==> src/rtl/ps2_key_ctrl.sv <==
// PS/2 set-2 scancode decoder for the pong game: tracks the paddle keys,
// pulses start on space and reports each decoded make/break event.
module ps2_key_ctrl #(
    parameter int unsigned TIMEOUT_CYC = 2_500_000,
    parameter int unsigned TMR_W       = 22
) (
    input  logic       clk,
    input  logic       reset,
    input  logic       enable,
    input  logic       rx_done_tick,
    input  logic [7:0] rx_data,
    output logic       rx_en,
    output logic       p1_up,
    output logic       p1_dn,
    output logic       p2_up,
    output logic       p2_dn,
    output logic       start_tick,
    output logic       code_valid,
    output logic [7:0] code,
    output logic       code_ext,
    output logic       code_brk
);

    typedef enum logic [2:0] {IDLE, EXT, BRK, EXT_BRK, SKIP} state_t;

    state_t           state, state_n;
    logic [TMR_W-1:0] timer, timer_n;
    logic [2:0]       skip_cnt, skip_n;
    logic             accept, expire;
    logic             ev, ev_ext, ev_brk, flush;

    assign rx_en  = enable;
    assign accept = rx_done_tick & enable;
    assign expire = (timer == TMR_W'(TIMEOUT_CYC - 1));

    always_comb begin
        state_n = state;
        timer_n = timer;
        skip_n  = skip_cnt;
        ev      = 1'b0;
        ev_ext  = 1'b0;
        ev_brk  = 1'b0;
        flush   = 1'b0;
        if (accept) begin
            // an accepted byte always beats a simultaneous timeout
            timer_n = '0;
            unique case (state)
                IDLE: begin
                    unique case (rx_data)
                        8'hE0: state_n = EXT;
                        8'hF0: state_n = BRK;
                        8'hE1: begin
                            state_n = SKIP;
                            skip_n  = 3'd7;
                        end
                        8'h00, 8'hFF:        flush = 1'b1;
                        8'hAA, 8'hFA, 8'hFE: ;
                        default:             ev = 1'b1;
                    endcase
                end
                EXT: begin
                    if (rx_data == 8'hF0) begin
                        state_n = EXT_BRK;
                    end else if (rx_data != 8'hE0) begin
                        state_n = IDLE;
                        ev      = 1'b1;
                        ev_ext  = 1'b1;
                    end
                end
                BRK: begin
                    state_n = IDLE;
                    ev      = 1'b1;
                    ev_brk  = 1'b1;
                end
                EXT_BRK: begin
                    state_n = IDLE;
                    ev      = 1'b1;
                    ev_ext  = 1'b1;
                    ev_brk  = 1'b1;
                end
                SKIP: begin
                    skip_n = skip_cnt - 3'd1;
                    if (skip_cnt <= 3'd1) begin
                        skip_n  = '0;
                        state_n = IDLE;
                    end
                end
                default: state_n = IDLE;
            endcase
        end else if (state != IDLE) begin
            if (expire) begin
                state_n = IDLE;
                timer_n = '0;
                skip_n  = '0;
            end else begin
                timer_n = timer + 1'b1;
            end
        end
    end

    always_ff @(posedge clk or negedge reset) begin
        if (!reset) begin
            state    <= IDLE;
            timer    <= '0;
            skip_cnt <= '0;
        end else begin
            state    <= state_n;
            timer    <= timer_n;
            skip_cnt <= skip_n;
        end
    end

    always_ff @(posedge clk or negedge reset) begin
        if (!reset) begin
            p1_up      <= 1'b0;
            p1_dn      <= 1'b0;
            p2_up      <= 1'b0;
            p2_dn      <= 1'b0;
            start_tick <= 1'b0;
            code_valid <= 1'b0;
            code       <= '0;
            code_ext   <= 1'b0;
            code_brk   <= 1'b0;
        end else begin
            code_valid <= ev;
            start_tick <= ev & ~ev_ext & ~ev_brk & (rx_data == 8'h29);
            if (ev) begin
                code     <= rx_data;
                code_ext <= ev_ext;
                code_brk <= ev_brk;
                if (!ev_ext && rx_data == 8'h1D) p1_up <= ~ev_brk;
                if (!ev_ext && rx_data == 8'h1B) p1_dn <= ~ev_brk;
                if (ev_ext && rx_data == 8'h75)  p2_up <= ~ev_brk;
                if (ev_ext && rx_data == 8'h72)  p2_dn <= ~ev_brk;
            end
            if (flush) begin
                p1_up <= 1'b0;
                p1_dn <= 1'b0;
                p2_up <= 1'b0;
                p2_dn <= 1'b0;
            end
        end
    end

endmodule

==> config.mk <==
export PLATFORM = sky130hd
export DESIGN_NAME = ps2_key_ctrl
export DESIGN_NICKNAME = d
export VERILOG_FILES = /design/src/rtl/ps2_key_ctrl.sv
export SDC_FILE = /design/constraint.sdc
export NUM_CORES = 1
export LEC_CHECK = 0
export CORE_AREA = 8 8 74 76
export CTS_CLUSTER_SIZE = 30
export DETAILED_ROUTE_END_ITERATION = 12
export DIE_AREA = 0 0 82 84
export PLACE_DENSITY = 0.82
export SLEW_MARGIN = 20
export SYNTH_ARGS = -nofsm -noshare
export SYNTH_HDL_FRONTEND = slang
export SYNTH_SLANG_ARGS = --single-unit
==> constraint.sdc <==
create_clock -name clk -period 3.6 [get_ports clk]
set_clock_uncertainty 0.15 [all_clocks]
set_input_delay 1.08 -clock clk [delete_from_list [all_inputs] [get_ports clk]]
set_output_delay 1.08 -clock clk [all_outputs]
set_load 0.01 [all_outputs]
==> impl_metrics.ini, run 1 <==
[synthesis]
synth_top_family_by_area = simple AND/OR/NAND/NOR gates
yosysTopAreaCell = dfrtp_1
synthMuxAreaShare_pct = 5.04
synth_area_sq_um = 2500
yosysSeqAreaShare_pct = 44.0
synth_enable_flop_cells = 0
synth_area_leaders = dfrtp_1, xor2_1, nor2_1
avgSynthCellArea_sq_um = 9.60
async_reset_ff_share_pct = 100
yosysWarningCount = 0
synth-simple-area-share_pct = 26.4
yosys.area.top_type_share_pct = 44.0
synthMostInstantiatedCell = dfrtp_1
synth_adder_area_share_pct = 1.50
netlist_instances = 261
ys_ff_latch = 44
synth_compound_area_share_pct = 12.7
synthFlopType = dfrtp_1
syn_nets = 276
yosys-top-cells-count = dfrtp_1, nor2_1, nand2_1
synth_xor_area_share_pct = 5.94
ys_types = 55

[global_routing]
grt_start_max_net_pins = 45
antenna_found_initial = 0
grt_overflow = 0
grt_util_all_layers_pct = 17.3
grt_first_pass_wirelength_um = 9570
first_global_vias = 2017

[cts]
root_buffer = clkbuf_8
cts_setup_buffers = 0
cts_tree = done
clock_latency_ns = 0.30
cts_made_buffers = 5
cts_hold_buf = 0
cts_resized = 0
numClockSinks = 44
h-tree-depth = 2
clockBufferDepth = 2
clkTransAtPathRegs_ns = 0.08

[floorplan]
top_level_ports = 29
rows = 24
start_util_pct = 58.7
core_sq_um = 4260
die_area_sq_um = 6890
dieWidth_um = 82
die_y_um = 84

[finish]
diodes = 0
final_cell_area_sq_um = 2930
area_growth_pct = 17.1
nNetsFinal = 303
drive_gt1_share_pct = 11.4

[sta]
fin_tns_setup_ns = 0
finalCriticalPeriod_ns = 3.33
relSlewSlack_pct = 51.3
slew_violations = 0
rsz0062_at_grt = no
tightest_slew_ns = 0.712
hold_violations = 0
final.setup.worst_slack_ns = 0.265
finalCritPeriodShare_pct = 92.6
fmax_mhz = 300
finalSetupViolCount = 0

[worst_setup_path]
cpMostUsedCell = clkdlybuf4s50_1
crit_slowest_cell = clkdlybuf4s50_1
cp-end-kind = output pin
crit_chain = clkdlybuf4s50_1, clkdlybuf4s50_1
worst-path-buf-inv = 2
worstPathArrival_ns = 2.10
required_ns = 2.37
crit_type = in2out
regToRegSetupSlack_ns = 1.33
cp_max_fo = 2
path_delay_family = buffers and inverters
max_stage_delay_ns = 0.54
worst_setup_path_start_kind = primary input

[power]
irDropWorstVdd_mv = 0.356
power_density_nw_per_um2 = 468
leakage_nw = 1.22

[place]
dpl-instance-area_sq_um = 2810
place_ws_ns = 0.152
gp_congestion = 0.847
dpl.hpwl_um = 3970
port_buffers = 28

[route]
vias = 2098
drc = 0
antenna_left = 0
first_iter_violations = 221
wl_per_cell_um = 16.6
dr.pass1.iters = 4
drt-total-wl_um = 5660
viasPerCell = 6.15

[run_status]
status = finished clean

[run]
max_cap_viol_count = 0

[min_path]
hold_class = reg2reg
-- flip-flops by register name, summed over array words and instances (netlist names) --
name / count
p2_dn: 1
start_tick: 1
skip_cnt: 3
p1_dn: 1
code_brk: 1
code: 8
timer: 22
p1_up: 1
state: 3
p2_up: 1
code_ext: 1
code_valid: 1
-- cell usage in the layout (no fill, tap or decap), types with 2 or more instances in the layout --
master	Yosys	layout
a32oi_1	2	2
xor2_1	15	15
nand2_1	27	27
a21oi_1	8	8
xnor2_1	2	2
and3_1	5	5
clkbuf_8	0	6
nor3b_1	2	2
nor4b_1	4	4
o2bb2ai_1	3	3
a311oi_1	2	2
nor3_1	9	9
nor2_1	29	29
buf_4	4	7
nand4b_1	2	2
nand3_1	12	12
and4_1	2	2
nor2b_1	2	2
o21a_1	2	2
mux2_4	7	7
dfrtp_1	44	44
nor4_1	11	11
o21ai_0	5	5
o22ai_1	2	2
and2_1	2	2
nand4_1	9	9
clkdlybuf4s50_1	0	27
inv_1	8	8
o211ai_1	4	4
ha_1	3	3
-- per-stage QoR --
stage	power (mW)	util [%]	cells	hold slack, ns
after floorplan	0.825	-	261	0.328
after global placement	0.974	65.9	333	0.341
after detailed placement	0.985	65.9	333	0.348
after CTS	1.38	68.8	341	0.371
after global routing	1.44	68.8	341	0.385
final	1.37	68.8	341	0.363
-- worst paths after layout --
kind,to,depth (start not counted),from
setup / recovery,rx_en,2,enable
hold / removal,code[0],1,code[0]
setup reg to reg,code[0],6,state[1]
hold reg to reg,code[0],1,code[0]
max in group asynchronous,code[6],1,reset
min in group asynchronous,timer[7],1,reset
-- where the power goes --
part	switching, mW	internal (mW)
Clock	0.170	0.227
Combinational	0.162	0.192
Sequential	0.0636	0.559
-- metal layers --
layer / wire [um] / vias to the layer above / GRT usage, %
met4: 61 / 0 / 5.91
met5: 0 / - / 0
li1: - / 1006 / -
met2: 2610 / 83 / 25.6
met1: 2600 / 1003 / 23.7
met3: 383 / 6 / 4.20
-- cell type report --
cell class / instances / area [sq um]
clock buffer: 6 / 82.6
inverter: 8 / 30.0
multi-input combinational: 195 / 1290
fill: 332 / 1330
timing repair buffer: 34 / 323
clock inverter: 2 / 38.8
sequential: 44 / 1100
tap: 52 / 65.1
-- logic make-up after synthesis --
logic type	Yosys count
simple gates	125
flops	44
compound gates	41
buf+inv	22
xor+xnor	17
mux	9
fa+ha+maj	3
No activity file was read; power rests on OpenSTA's default activity.
==> inputs of run 2 (changes only) <==
--- a/config.mk
+++ b/config.mk
@@ -5,11 +5,11 @@
 export SDC_FILE = /design/constraint.sdc
 export NUM_CORES = 1
 export LEC_CHECK = 0
-export CORE_AREA = 8 8 74 76
+export CORE_AREA = 8 8 80 82
 export CTS_CLUSTER_SIZE = 30
 export DETAILED_ROUTE_END_ITERATION = 12
-export DIE_AREA = 0 0 82 84
-export PLACE_DENSITY = 0.82
+export DIE_AREA = 0 0 88 90
+export PLACE_DENSITY = 0.74
 export SLEW_MARGIN = 20
 export SYNTH_ARGS = -nofsm -noshare
 export SYNTH_HDL_FRONTEND = slang
==> constraint.sdc (replaced) <==
create_clock -name clk -period 2.85 [get_ports clk]
set_clock_uncertainty 0.15 [all_clocks]
set_input_delay 0.855 -clock clk [delete_from_list [all_inputs] [get_ports clk]]
set_output_delay 0.855 -clock clk [all_outputs]
set_load 0.01 [all_outputs]
==> run 2 against run 1 <==
  * Via count is 3.6% higher
  * Register-to-register slack worse by 0.74 ns
  * Non-clock buffer count is 28 higher
  * Core utilization is 8.7 points lower
  * Global-route usage is 1.5 points lower
  * Cell count is 14% higher
  * Clock-buffer cell count stayed put
  * Worst hold slack worse by 0.037 ns
  * Largest power group unchanged
  * Combinational power is 38% higher
  * Critical endpoint is now code[6]
  * Total power is 23% higher
  * Critical path depth is 5 higher
==> impl_metrics.ini, run 2 (synthesis results as in run 1) <==
[run_status]
status = finished clean

[sta]
finalSetupViolCount = 0
final.setup.worst_slack_ns = 0.110
relSlewSlack_pct = 62.1
fin_tns_setup_ns = 0
tightest_slew_ns = 0.554
slew_violations = 0
finalCritPeriodShare_pct = 96.1
finalCriticalPeriod_ns = 2.74
hold_violations = 0
rsz0062_at_grt = no
fmax_mhz = 365

[power]
p_switching_mw = 0.513
leakage_nw = 1.34
irDropWorstVdd_mv = 0.425
power_frac_comb_pct = 28.9
power_density_nw_per_um2 = 536
pwr-share-clk_pct = 24.5
p_seq_share_pct = 46.5
p_sw_share_pct = 30.4
power.internal_mw = 1.18

[floorplan]
die_area_sq_um = 7920
dieWidth_um = 88
start_util_pct = 47.8
rows = 27
core_sq_um = 5240
die_y_um = 90
top_level_ports = 29

[route]
dr.pass1.iters = 4
drc = 0
first_iter_violations = 180
wl_per_cell_um = 15.0
drt-total-wl_um = 5850
vias = 2174
antenna_left = 0
viasPerCell = 5.59

[finish]
regMostFlops = timer
mostFrequentLayoutCells = dfrtp_1, buf_4, nor2_1
drive_gt1_share_pct = 19.2
diodes = 0
largest_reg_flops = 22
post-route-util_pct = 60.1
area_growth_pct = 25.7
final_cell_area_sq_um = 3150
nNetsFinal = 331
reg_top3 = timer (22), code (8)
layout_commonest_cell = dfrtp_1

[cts]
clockBufferDepth = 2
numClockSinks = 44
cts_tree = done
cts_made_buffers = 5
clkTransAtPathRegs_ns = 0.08
cts_setup_buffers = 0
clock_latency_ns = 0.30
h-tree-depth = 2
root_buffer = clkbuf_8

[worst_setup_path]
cp-end-kind = flip-flop
r2r_cells = 5
cp.depth = 7
regToRegSetupSlack_ns = 0.59
crit_type = in2reg
cp_max_fo = 9
required_ns = 2.89
path_delay_family = buffers and inverters
worst-path-buf-inv = 2
max_stage_delay_ns = 0.46
crit_slowest_cell = clkdlybuf4s50_1
worstPathArrival_ns = 2.78
worst_setup_path_start_kind = primary input
crit_chain = clkdlybuf4s50_1, buf_4, or3_1, a2111o_1, nand3_2, a21boi_4, mux2_4

[global_routing]
grt_overflow = 0
grt_util_all_layers_pct = 15.8
antenna_found_initial = 0
first_global_vias = 2208
grt_start_max_net_pins = 20
grt_first_pass_wirelength_um = 10100

[place]
port_buffers = 28
dpl-instance-area_sq_um = 3050
place_ws_ns = -0.325
gp_congestion = 0.918
dpl.hpwl_um = 4440

[run]
max_cap_viol_count = 0

[min_path]
hold_class = in2async
==> run 2: per-layer routing <==
| metal | up-vias | track usage (%) | share of wire, % |
|---|---|---|---|
| met1 | 1058 | 18.6 | 45 |
| met2 | 52 | 26.8 | 50 |
| met4 | 0 | 4.02 | 1.1 |
| met3 | 7 | 4.82 | 4.4 |
| li1 | 1057 | - | - |
| met5 | - | 0 | 0 |
==> run 2: cell type report <==
cell class,instances,area (sq um)
tap,72,90.1
clock buffer,6,82.6
inverter,8,30.0
sequential,44,1100
multi-input combinational,195,1300
fill,452,2090
clock inverter,2,15.0
timing repair buffer,62,529
==> run 2: worst paths after layout <==
check | startpoint | end
min in group clk | code[1] | code[1]
min | reset | code[6]
max reg2reg | state[0] | code[0]
min reg2reg | code[1] | code[1]
max in group asynchronous | reset | timer[17]
max | rx_data[4] | code[6]
==> run 2: worst reg2reg max path: stages, from the launching register on <==
cell      delay, ns
dfrtp_1        0.51
or3_4          0.46
a21oi_2        0.17
nand3_2        0.10
a21boi_4       0.39
mux2_2         0.38
==> run 2: stage by stage <==
step / std cells / hold slack [ns] / total power [mW]
4_1_cts: 389 / 0.331 / 1.70
3_5_place_dp: 381 / 0.346 / 1.28
3_3_place_gp: 381 / 0.349 / 1.27
5_1_grt: 389 / 0.349 / 1.78
2_1_floorplan: 261 / 0.328 / 1.04
6_report: 389 / 0.327 / 1.69
==> run 2: power groups by stage <==
stage               Sequential, mW  Clock (mW)  Combinational [mW]
CTS                          0.784       0.422               0.493
floorplan                    0.795           0               0.247
finish                       0.785       0.414               0.488
detailed placement           0.793           0               0.486
global placement             0.792           0               0.478
global route                 0.798       0.451               0.531
==> run 2: repair_timing <==
item | in CTS | in global routing
gates resized for setup | 2 | 0
endpoints found under the setup margin | 2 | 0
hold buffers | 0 | 0
==> inputs of run 3 (changes only) <==
--- a/config.mk
+++ b/config.mk
@@ -5,10 +5,12 @@
 export SDC_FILE = /design/constraint.sdc
 export NUM_CORES = 1
 export LEC_CHECK = 0
+export ABC_CLOCK_PERIOD_IN_PS = 2850
 export CORE_AREA = 8 8 80 82
 export CTS_CLUSTER_SIZE = 30
 export DETAILED_ROUTE_END_ITERATION = 12
 export DIE_AREA = 0 0 88 90
+export GPL_TIMING_DRIVEN = 0
 export PLACE_DENSITY = 0.74
 export SLEW_MARGIN = 20
 export SYNTH_ARGS = -nofsm -noshare
==> run 3 against run 2 <==
  * Maximum frequency down 1.9%
  * Via count down 5.6%
  * Total power down 3.2%
  * Cell count down 5.1%
  * Combinational power down 5.3%
  * Largest cell class unchanged
  * Critical path type unchanged
  * Sequential share of layout area up 2.0 points
  * Critical endpoint is now code[4]
  * Register-to-register slack better by 0.09 ns
  * Wire length down 5.5%
  * Flip-flop and latch count unchanged
  * Highest routed layer unchanged
  * Core utilization down 3.2 points
  * Global-route usage down 1.1 points
  * Worst hold slack worse by 0.024 ns
==> impl_metrics.ini, run 3 (synthesis results as in run 1) <==
[floorplan]
top_level_ports = 29
rows = 27
die_y_um = 90
start_util_pct = 47.8
die_area_sq_um = 7920
core_sq_um = 5240
dieWidth_um = 88

[cts]
clock_latency_ns = 0.29
cts_made_buffers = 5
root_buffer = clkbuf_8
numClockSinks = 44
clockBufferDepth = 2
h-tree-depth = 2
cts_setup_buffers = 0
cts_tree = done
clkTransAtPathRegs_ns = 0.08

[worst_setup_path]
cp_max_fo = 10
crit_type = in2reg
worst_setup_path_start_kind = primary input
max_stage_delay_ns = 0.53
required_ns = 2.88
crit_chain = clkdlybuf4s50_1, or3_1, a2111o_1, nand3_2, a21boi_2, buf_6, mux2_4
crit_slowest_cell = clkdlybuf4s50_1
cp-end-kind = flip-flop
worstPathArrival_ns = 2.82

[place]
gp_congestion = 0.857
port_buffers = 27
dpl.hpwl_um = 4070
dpl.cell_count = 361

[route]
drc = 0
dr.pass1.iters = 4
first_iter_violations = 133
vias = 2052
drt-total-wl_um = 5530
wl_per_cell_um = 15.0
antenna_left = 0
viasPerCell = 5.56

[finish]
reg_top3 = timer (22), code (8)
diodes = 0
multi_input_area_sq_um = 1310
fillCellCount = 463
final_cells = 369
layout_commonest_cell = dfrtp_1
regMostFlops = timer
nNetsFinal = 311
largest_reg_flops = 22
mostFrequentLayoutCells = dfrtp_1, nor2_1, nand2_1
area_growth_pct = 19.0
drive_gt1_share_pct = 13.1
ff_latch_area_sq_um = 1100

[global_routing]
first_global_vias = 2018
antenna_found_initial = 0
grt_start_max_net_pins = 32
grt_util_all_layers_pct = 14.7
grt_overflow = 0
grt_first_pass_wirelength_um = 9430

[sta]
finalCritPeriodShare_pct = 98.0
worst_hold_slack_ns = 0.302
hold_violations = 0
finalSetupViolCount = 0
slew_violations = 0
tightest_slew_ns = 0.540
finalCriticalPeriod_ns = 2.79
fmax_mhz = 358
relSlewSlack_pct = 63.7

[min_path]
hold_class = in2async

[power]
irDropWorstVdd_mv = 0.346
leakage_nw = 1.25
power_density_nw_per_um2 = 548

[run]
max_cap_viol_count = 0

[run_status]
status = finished clean
run 3: cell types whose count changed in the layout (fill, tap and decap cells not counted), sizes merged:
cell and delta:
dlygate4sd2 -1, clkbuf +8, buf -24, clkdlybuf4s50 -1, clkinvlp -2
run 3: routing by layer:
metal / track usage [%] / share of wire (%) / wire length (um) / vias to the layer above
met1: 18.8 / 47 / 2580 / 968
met2: 23.0 / 48 / 2640 / 55
li1: - / - / - / 1023
met5: 0 / 0 / 0 / -
met3: 3.28 / 4.6 / 254 / 6
met4: 6.03 / 0.92 / 51 / 0
run 3: cell type report:
type	instances	area share, %
timing repair buffer	28	9.40
sequential	44	36.9
inverter	8	1.01
clock buffer	8	3.02
tap	72	3.02
buffer	14	2.73
multi-input combinational	195	43.9
run 3: report_power, final:
part | internal, mW | switching [mW]
sequential | 0.707 | 0.0651
clock | 0.198 | 0.202
combinational | 0.245 | 0.217
run 3: worst max-delay path: cells and delay by family:
kind / cells / cell delay (ns)
compound gates: 2 / 0.47
buf+inv: 2 / 0.69
mux: 1 / 0.29
simple gates: 2 / 0.51
run 3: final timing paths:
check | from | endpoint | slack [ns] | depth (start not counted)
max | rx_data[6] | code[4] | 0.06 | 7
min | reset | timer[13] | 0.30 | 1
max reg2reg | timer[9] | timer[11] | 0.68 | 7
min reg2reg | code[5] | code[5] | 0.37 | 1
max in group asynchronous | reset | p2_dn | 1.78 | 2
min in group clk | code[5] | code[5] | 0.37 | 1
run 3: repair_timing:
item                                    in CTS  in global routing
gates resized for setup                      1                  7
hold buffers                                 0                  0
endpoints found under the setup margin       1                  8
pin swaps                                    0                  0
run 3: stage by stage:
step           utilization [%]  setup TNS [ns]  power (mW)  instance area [sq um]  setup WS [ns]
2_1_floorplan                -               0        1.04                   2500          0.401
3_3_place_gp              54.7          -20.07        1.23                   2870         -0.412
3_5_place_dp              55.0           -3.07        1.24                   2880         -0.315
4_1_cts                   56.7               0        1.65                   2970        0.00798
5_1_grt                   56.9        -0.00333        1.72                   2980       -0.00333
6_report                  56.9               0        1.63                   2980         0.0575
